===== config.mk =====
export PLATFORM = sky130hd
export DESIGN_NAME = mem_access_unit_flat
export DESIGN_NICKNAME = d
export VERILOG_FILES = /design/src/rtl/mem_access_unit_if.sv /design/src/rtl/mem_access_unit.sv /design/src/flat_wrapper.sv
export SDC_FILE = /design/constraint.sdc
export NUM_CORES = 1
export LEC_CHECK = 0
export ABC_CLOCK_PERIOD_IN_PS = 2730
export CELL_PAD_IN_SITES_DETAIL_PLACEMENT = 1
export CELL_PAD_IN_SITES_GLOBAL_PLACEMENT = 1
export CORE_MARGIN = 4
export CORE_UTILIZATION = 32
export DETAILED_ROUTE_END_ITERATION = 8
export GPL_ROUTABILITY_DRIVEN = 1
export PLACE_DENSITY_LB_ADDON = 0.25
export SYNTH_ARGS = -nofsm -noshare
export SYNTH_HDL_FRONTEND = slang
export SYNTH_SLANG_ARGS = --single-unit

===== constraint.sdc =====
create_clock -name CLK -period 2.73 [get_ports CLK]
set_clock_uncertainty 0.1 [all_clocks]
set_input_delay 0.273 -clock CLK [delete_from_list [all_inputs] [get_ports CLK]]
set_output_delay 0.273 -clock CLK [all_outputs]
set_load 0.03 [all_outputs]

===== src/rtl/mem_access_unit_if.sv =====
// Data-memory bus between mem_access_unit (master) and the data memory (slave).
// Handshake: the master holds DMEM_READ or DMEM_WRITE high, with DMEM_ADDR,
// DMEM_WRITEDATA and DMEM_BYTE_EN stable, until a rising edge at which the
// slave presents DMEM_BUSYWAIT=0. That edge completes the transfer, and
// DMEM_READDATA is taken at that same edge.
interface mem_access_unit_if;
    logic        DMEM_READ;
    logic        DMEM_WRITE;
    logic [31:0] DMEM_ADDR;
    logic [31:0] DMEM_WRITEDATA;
    logic [3:0]  DMEM_BYTE_EN;
    logic [31:0] DMEM_READDATA;
    logic        DMEM_BUSYWAIT;

    modport master (
        output DMEM_READ, DMEM_WRITE, DMEM_ADDR, DMEM_WRITEDATA, DMEM_BYTE_EN,
        input  DMEM_READDATA, DMEM_BUSYWAIT
    );

    modport slave (
        input  DMEM_READ, DMEM_WRITE, DMEM_ADDR, DMEM_WRITEDATA, DMEM_BYTE_EN,
        output DMEM_READDATA, DMEM_BUSYWAIT
    );
endinterface


===== src/rtl/mem_access_unit.sv =====
// MEM-stage load/store unit for an RV32I pipeline.
// It accepts a load or store from the EX/MEM register and runs it on the
// data-memory bus (IDLE -> ACCESS -> DONE). It stalls the pipeline until the
// data comes back, then extends the loaded value by funct3.
// Optional feature: define MEM_ACCESS_MISALIGN_TRAP_EN to trap misaligned
// halfword/word accesses (no bus request, one-cycle MISALIGN_FAULT pulse).
// In the default build the low address bits are ignored for those accesses.
// FSM_STATE exposes the controller state (0 IDLE, 1 ACCESS, 2 DONE).
module mem_access_unit (
    input  logic              CLK,
    input  logic              RESET,
    input  logic              MEM_READ_EN_MEM,
    input  logic              MEM_WRITE_EN_MEM,
    input  logic [2:0]        FUNCT3_MEM,
    input  logic [31:0]       ALU_RES_MEM,
    input  logic [31:0]       STORE_DATA_MEM,
    mem_access_unit_if.master dmem,
    output logic              MEM_BUSYWAIT,
    output logic [31:0]       MEM_READ_MEM,
    output logic              MISALIGN_FAULT,
    output logic [1:0]        FSM_STATE
);

    typedef enum logic [1:0] {
        S_IDLE   = 2'd0,
        S_ACCESS = 2'd1,
        S_DONE   = 2'd2
    } state_t;

    state_t      state_q, state_d;
    logic [31:0] addr_q;
    logic [31:0] data_q;
    logic [2:0]  funct3_q;
    logic        write_q;
    logic        fault_q;

    logic        req;
    logic        trap;
    logic        accept;
    logic        in_access;
    logic [3:0]  st_be;
    logic [31:0] st_wdata;
    logic [3:0]  ld_be;
    logic [7:0]  ld_byte;
    logic [15:0] ld_half;
    logic [31:0] load_ext;

    // While reset is asserted, no new request is recognised.
    assign req       = RESET & (MEM_READ_EN_MEM | MEM_WRITE_EN_MEM);
    assign in_access = (state_q == S_ACCESS);

`ifdef MEM_ACCESS_MISALIGN_TRAP_EN
    logic misaligned;

    // Flag halfwords with an odd address and words not on a 4-byte boundary.
    // Loads and stores decode funct3 differently.
    always_comb begin
        misaligned = 1'b0;
        if (MEM_WRITE_EN_MEM) begin
            case (FUNCT3_MEM)
                3'b000:  misaligned = 1'b0;
                3'b001:  misaligned = ALU_RES_MEM[0];
                default: misaligned = |ALU_RES_MEM[1:0];
            endcase
        end else begin
            case (FUNCT3_MEM)
                3'b000, 3'b100: misaligned = 1'b0;
                3'b001, 3'b101: misaligned = ALU_RES_MEM[0];
                default:        misaligned = |ALU_RES_MEM[1:0];
            endcase
        end
    end

    assign trap = (state_q == S_IDLE) & req & misaligned;
`else
    assign trap = 1'b0;
`endif

    // A request is started only from IDLE, and only if it is not trapped.
    assign accept = (state_q == S_IDLE) & req & ~trap;

    // Next-state logic and pipeline stall.
    // The stall is raised in the same IDLE cycle that sees the request.
    always_comb begin
        state_d      = state_q;
        MEM_BUSYWAIT = 1'b0;
        case (state_q)
            S_IDLE: begin
                if (accept) begin
                    MEM_BUSYWAIT = 1'b1;
                    state_d      = S_ACCESS;
                end
            end
            S_ACCESS: begin
                MEM_BUSYWAIT = 1'b1;
                if (!dmem.DMEM_BUSYWAIT) begin
                    state_d = S_DONE;
                end
            end
            S_DONE: begin
                state_d = S_IDLE;
            end
            default: begin
                state_d = S_IDLE;
            end
        endcase
    end

    // Store lane enables and replicated store data, from the latched request.
    always_comb begin
        st_be    = 4'b1111;
        st_wdata = data_q;
        case (funct3_q)
            3'b000: begin
                st_be    = 4'b0001 << addr_q[1:0];
                st_wdata = {4{data_q[7:0]}};
            end
            3'b001: begin
                st_be    = addr_q[1] ? 4'b1100 : 4'b0011;
                st_wdata = {2{data_q[15:0]}};
            end
            default: begin
                st_be    = 4'b1111;
                st_wdata = data_q;
            end
        endcase
    end

    // Load lane enables. They mark the bytes the load will actually use.
    always_comb begin
        ld_be = 4'b1111;
        case (funct3_q)
            3'b000, 3'b100: ld_be = 4'b0001 << addr_q[1:0];
            3'b001, 3'b101: ld_be = addr_q[1] ? 4'b1100 : 4'b0011;
            default:        ld_be = 4'b1111;
        endcase
    end

    // Pick the addressed lane of the returned word and extend it by funct3.
    always_comb begin
        load_ext = dmem.DMEM_READDATA;
        ld_byte  = dmem.DMEM_READDATA[{addr_q[1:0], 3'b000} +: 8];
        ld_half  = dmem.DMEM_READDATA[{addr_q[1], 4'b0000} +: 16];
        case (funct3_q)
            3'b000:  load_ext = {{24{ld_byte[7]}}, ld_byte};
            3'b001:  load_ext = {{16{ld_half[15]}}, ld_half};
            3'b100:  load_ext = {24'h000000, ld_byte};
            3'b101:  load_ext = {16'h0000, ld_half};
            default: load_ext = dmem.DMEM_READDATA;
        endcase
    end

    // Bus outputs. Strobes and enables are live only in ACCESS.
    assign dmem.DMEM_READ      = in_access & ~write_q;
    assign dmem.DMEM_WRITE     = in_access & write_q;
    assign dmem.DMEM_ADDR      = {addr_q[31:2], 2'b00};
    assign dmem.DMEM_WRITEDATA = st_wdata;
    assign dmem.DMEM_BYTE_EN   = in_access ? (write_q ? st_be : ld_be) : 4'b0000;

    assign MISALIGN_FAULT = fault_q;
    assign FSM_STATE      = state_q;

    // State register, request latches, load result and fault pulse.
    always_ff @(posedge CLK) begin
        if (!RESET) begin
            state_q      <= S_IDLE;
            addr_q       <= 32'h0;
            data_q       <= 32'h0;
            funct3_q     <= 3'b000;
            write_q      <= 1'b0;
            fault_q      <= 1'b0;
            MEM_READ_MEM <= 32'h0;
        end else begin
            state_q <= state_d;
            fault_q <= trap;
            if (accept) begin
                addr_q   <= ALU_RES_MEM;
                data_q   <= STORE_DATA_MEM;
                funct3_q <= FUNCT3_MEM;
                // Write wins when both enables are set.
                write_q  <= MEM_WRITE_EN_MEM;
            end
            if (in_access && !dmem.DMEM_BUSYWAIT && !write_q) begin
                MEM_READ_MEM <= load_ext;
            end
            if (trap && !MEM_WRITE_EN_MEM) begin
                MEM_READ_MEM <= 32'h0;
            end
        end
    end

endmodule


===== src/flat_wrapper.sv =====
// flat-port wrapper written by rule: the top's interface ports become plain ports
module mem_access_unit_flat 
  (CLK, RESET, MEM_READ_EN_MEM, MEM_WRITE_EN_MEM, FUNCT3_MEM, ALU_RES_MEM, STORE_DATA_MEM, MEM_BUSYWAIT, MEM_READ_MEM, MISALIGN_FAULT, FSM_STATE, dmem_DMEM_READ, dmem_DMEM_WRITE, dmem_DMEM_ADDR, dmem_DMEM_WRITEDATA, dmem_DMEM_BYTE_EN, dmem_DMEM_READDATA, dmem_DMEM_BUSYWAIT);
  mem_access_unit_if dmem_i ();
  input  logic CLK;
  input  logic RESET;
  input  logic MEM_READ_EN_MEM;
  input  logic MEM_WRITE_EN_MEM;
  input  logic [2:0] FUNCT3_MEM;
  input  logic [31:0] ALU_RES_MEM;
  input  logic [31:0] STORE_DATA_MEM;
  output logic MEM_BUSYWAIT;
  output logic [31:0] MEM_READ_MEM;
  output logic MISALIGN_FAULT;
  output logic [1:0] FSM_STATE;
  output wire logic [$bits(dmem_i.DMEM_READ)-1:0] dmem_DMEM_READ;
  output wire logic [$bits(dmem_i.DMEM_WRITE)-1:0] dmem_DMEM_WRITE;
  output wire logic [$bits(dmem_i.DMEM_ADDR)-1:0] dmem_DMEM_ADDR;
  output wire logic [$bits(dmem_i.DMEM_WRITEDATA)-1:0] dmem_DMEM_WRITEDATA;
  output wire logic [$bits(dmem_i.DMEM_BYTE_EN)-1:0] dmem_DMEM_BYTE_EN;
  input wire logic [$bits(dmem_i.DMEM_READDATA)-1:0] dmem_DMEM_READDATA;
  input wire logic [$bits(dmem_i.DMEM_BUSYWAIT)-1:0] dmem_DMEM_BUSYWAIT;
  assign dmem_DMEM_READ = dmem_i.DMEM_READ;
  assign dmem_DMEM_WRITE = dmem_i.DMEM_WRITE;
  assign dmem_DMEM_ADDR = dmem_i.DMEM_ADDR;
  assign dmem_DMEM_WRITEDATA = dmem_i.DMEM_WRITEDATA;
  assign dmem_DMEM_BYTE_EN = dmem_i.DMEM_BYTE_EN;
  assign dmem_i.DMEM_READDATA = dmem_DMEM_READDATA;
  assign dmem_i.DMEM_BUSYWAIT = dmem_DMEM_BUSYWAIT;
  mem_access_unit u_core (.CLK(CLK), .RESET(RESET), .MEM_READ_EN_MEM(MEM_READ_EN_MEM), .MEM_WRITE_EN_MEM(MEM_WRITE_EN_MEM), .FUNCT3_MEM(FUNCT3_MEM), .ALU_RES_MEM(ALU_RES_MEM), .STORE_DATA_MEM(STORE_DATA_MEM), .dmem(dmem_i), .MEM_BUSYWAIT(MEM_BUSYWAIT), .MEM_READ_MEM(MEM_READ_MEM), .MISALIGN_FAULT(MISALIGN_FAULT), .FSM_STATE(FSM_STATE));
endmodule

==> impl_metrics.yaml <==
run_status:
  status: "finished, final reports clean"
synth:
  async_flop_share_pct: 0
  ys_seq_elements: 102
  synth_fa_ha_area_share_pct: 0
  synthMuxAreaShare_pct: 6.402
  synthSimpleGateAreaFrac_pct: 17.86
  yosysWarnings: 0
  synth.distinct_cells: 40
  avgSynthCellArea_um2: 7.882
  synth-xor-area-share_pct: 0
  synth_top_family_by_area: "compound AO/OA/AOI/OAI gates"
  synth_compound_area_share_pct: 22.04
  ys_seq_area_share_pct: 42.13
  syn_inst: 615
  syn-cell-area_um2: 4847
  synth_flop_cell: "dfxtp_1"
  synth_edf_count: 0
clock_network:
  insertion_delay_ns: 0.35
  cts_root_buf: "clkbuf_16"
  cts.repair.resized: 0
  ctsHoldBuffers: 0
  cts_buffers: 9
  cts_sinks: 102
  cts_tree: "yes"
  cts_setup_buffers: 0
  clk_pin_slew_ns: 0.07
  cts_max_level: 3
  clockBufferDepth: 2
cells_and_area:
  n_antenna_cell: 0
  layout_commonest_cell: "clkdlybuf4s50_1"
  final_cell_mix: "clkdlybuf4s50_1 (195), nand2_1 (169), a21oi_1 (106), dfxtp_1 (102), o21ai_0 (36)"
  drive_gt1_share_pct: 9.935
  num-nets-final: 864
  area_growth_pct: 44.42
critical_path:
  crit_chain: "nor3_4 -> mux2_2 -> clkdlybuf4s50_1"
  critPathKind: "reg -> out"
  r2r-start: "u_core.FSM_STATE[0]"
  cp_slowest_cell: "clkdlybuf4s50_1"
  worst-r2r-cell-count: 4
  cp-end-kind: "output pin"
  cp-start-kind: "flop"
  max_stage_delay_ns: 0.60
  r2r-end: "u_core.MEM_READ_MEM[31]"
  r2r_slack_ns: 0.56
  cp_num_cells: 3
  cp_data_required_time_ns: 2.36
  cp_num_buf_inv: 1
  cpLargestDelayFamily: "buffers and inverters"
  arrival_ns: 2.26
  cp_max_fo: 9
grt:
  grt_pass1_vias: 5098
  grt_pass1_wl_mm: 26.82
  grtUsageTotal_pct: 19.86
  grt_start_max_net_pins: 70
  overflow: 0
  antenna_found_initial: 0
place:
  io_buffers: 206
  place_congestion: 0.8286
  hpwl_mm: 12.93
floorplan:
  dieWidth_um: 131.1
  ios: 210
  fp.dieArea_um2: 17180
  die_h_um: 131.1
  core-area_um2: 14700
  start_util_pct: 32.98
  rows: 44
worst_hold_path:
  min_path_cells: 2
  hold-path-endpoint: "u_core.addr_q[29]"
  holdCritStartpoint: "u_core.addr_q[29]"
  hold_class: "reg -> reg"
detailed_routing:
  post-route-drc-count: 0
  viasPerCell: 5.092
  wl_per_cell_um: 18.49
  ant_nets: 0
  dr.pass1.iters: 4
  drt_wl_total_mm: 17.55
  vias: 4832
  drt-initial-drc-count: 174
timing:
  setup_total_negative_slack_ns: 0
  tightest_slew_ns: 0.7479
  fin_crit_ns: 2.633
  grt_setup_unrepaired: "false"
  relSlewSlack_pct: 50.07
  finalSetupViolCount: 0
  finalHoldViolCount: 0
  fin_crit_sh_pct: 96.44
  maxSlewViolCount: 0
  timing.fmax_ghz: 0.3798
power:
  vdd_drop_max_v: 0.0003248
  powerDensity_nw_per_um2: 591.8
  totalPowerFinal_mw: 4.143
  power_leakage_nw: 2.525
flow_run:
  max_cap_viol_count: 0
worst register-to-register path: cells and delay by family (launching register included):
kind               cells  cell delay (ns)
AOI/OAI and AO/OA      2             0.64
DFF                    1             0.47
and+or+nand+nor        2             0.83
cell families (layout without fill, tap and decap cells):
group / after synthesis / after routing
AOI/OAI and AO/OA: 184 / 184
muxes: 29 / 29
DFF: 102 / 102
and+or+nand+nor: 205 / 205
other: 1 / 3
buffers and inverters: 94 / 242
layout make-up:
| class | count | area, µm² |
|---|---|---|
| clock buffer | 10 | 229.0 |
| clock inverter | 6 | 61.31 |
| fill | 1748 | 7699 |
| inverter | 6 | 22.52 |
| multi-input combinational | 421 | 2263 |
| sequential | 102 | 2042 |
| tap | 184 | 230.2 |
| timing repair buffer | 220 | 2152 |
synthesized netlist by cell type (all sizes together), types with 5 or more instances:
library cell | number | area share [%]
a22o | 7 | 1.3
o211ai | 6 | 0.93
mux2 | 16 | 3.7
buf | 62 | 8.8
inv | 5 | 0.39
o21ai | 43 | 4.4
a22oi | 7 | 1.1
a21oi | 110 | 12
nand3 | 6 | 0.62
dfxtp | 102 | 42
clkbuf | 26 | 2.2
a32o | 6 | 1.2
nor2 | 14 | 1.1
nand2 | 169 | 13
or4b | 6 | 1.2
mux2i | 13 | 2.7
flip-flops by register name, summed over array words and instances, names as in the netlist:
name	count
u_core.addr_q	32
u_core.write_q	1
u_core.MEM_READ_MEM	32
u_core.FSM_STATE	2
u_core.funct3_q	3
u_core.data_q	32
power by group:
group | leakage [nW] | internal, mW | switching (mW)
Sequential | 0.834 | 1.60 | 0.0807
Clock | 0.143 | 0.711 | 0.586
Combinational | 1.55 | 0.500 | 0.670
Total | 2.52 | 2.81 | 1.34
worst max-delay path by stage:
stage	from	endpoint
2_1_floorplan	u_core.funct3_q[0]	dmem_DMEM_BYTE_EN[1]
3_3_place_gp	u_core.funct3_q[2]	dmem_DMEM_WRITEDATA[14]
3_5_place_dp	RESET	u_core.addr_q[30]
4_1_cts	u_core.funct3_q[2]	dmem_DMEM_WRITEDATA[14]
5_1_grt	u_core.funct3_q[2]	dmem_DMEM_WRITEDATA[14]
6_report	u_core.funct3_q[2]	dmem_DMEM_WRITEDATA[14]
per-layer routing:
metal  track usage, %  up-vias  share of wire [%]
met5                0        -                  0
met4            7.199        0                2.2
met3            5.551       25                8.6
met2            32.83      175                 48
met1            24.76     2307                 41
li1                 -     2325                  -
per-stage QoR:
step	util, %	worst slack [ns]	std cells	area [µm²]	hold WS, ns
6_report	47.63	0.09722	949	7000	0.3561
5_1_grt	47.63	0.004689	949	7000	0.3644
4_1_cts	47.63	0.06505	949	7000	0.3559
3_5_place_dp	45.65	0.4166	933	6710	0.3505
3_3_place_gp	45.65	0.4676	933	6710	0.3403
2_1_floorplan	-	0.7679	617	4855	0.2498
(Power assumes the default switching activity.)
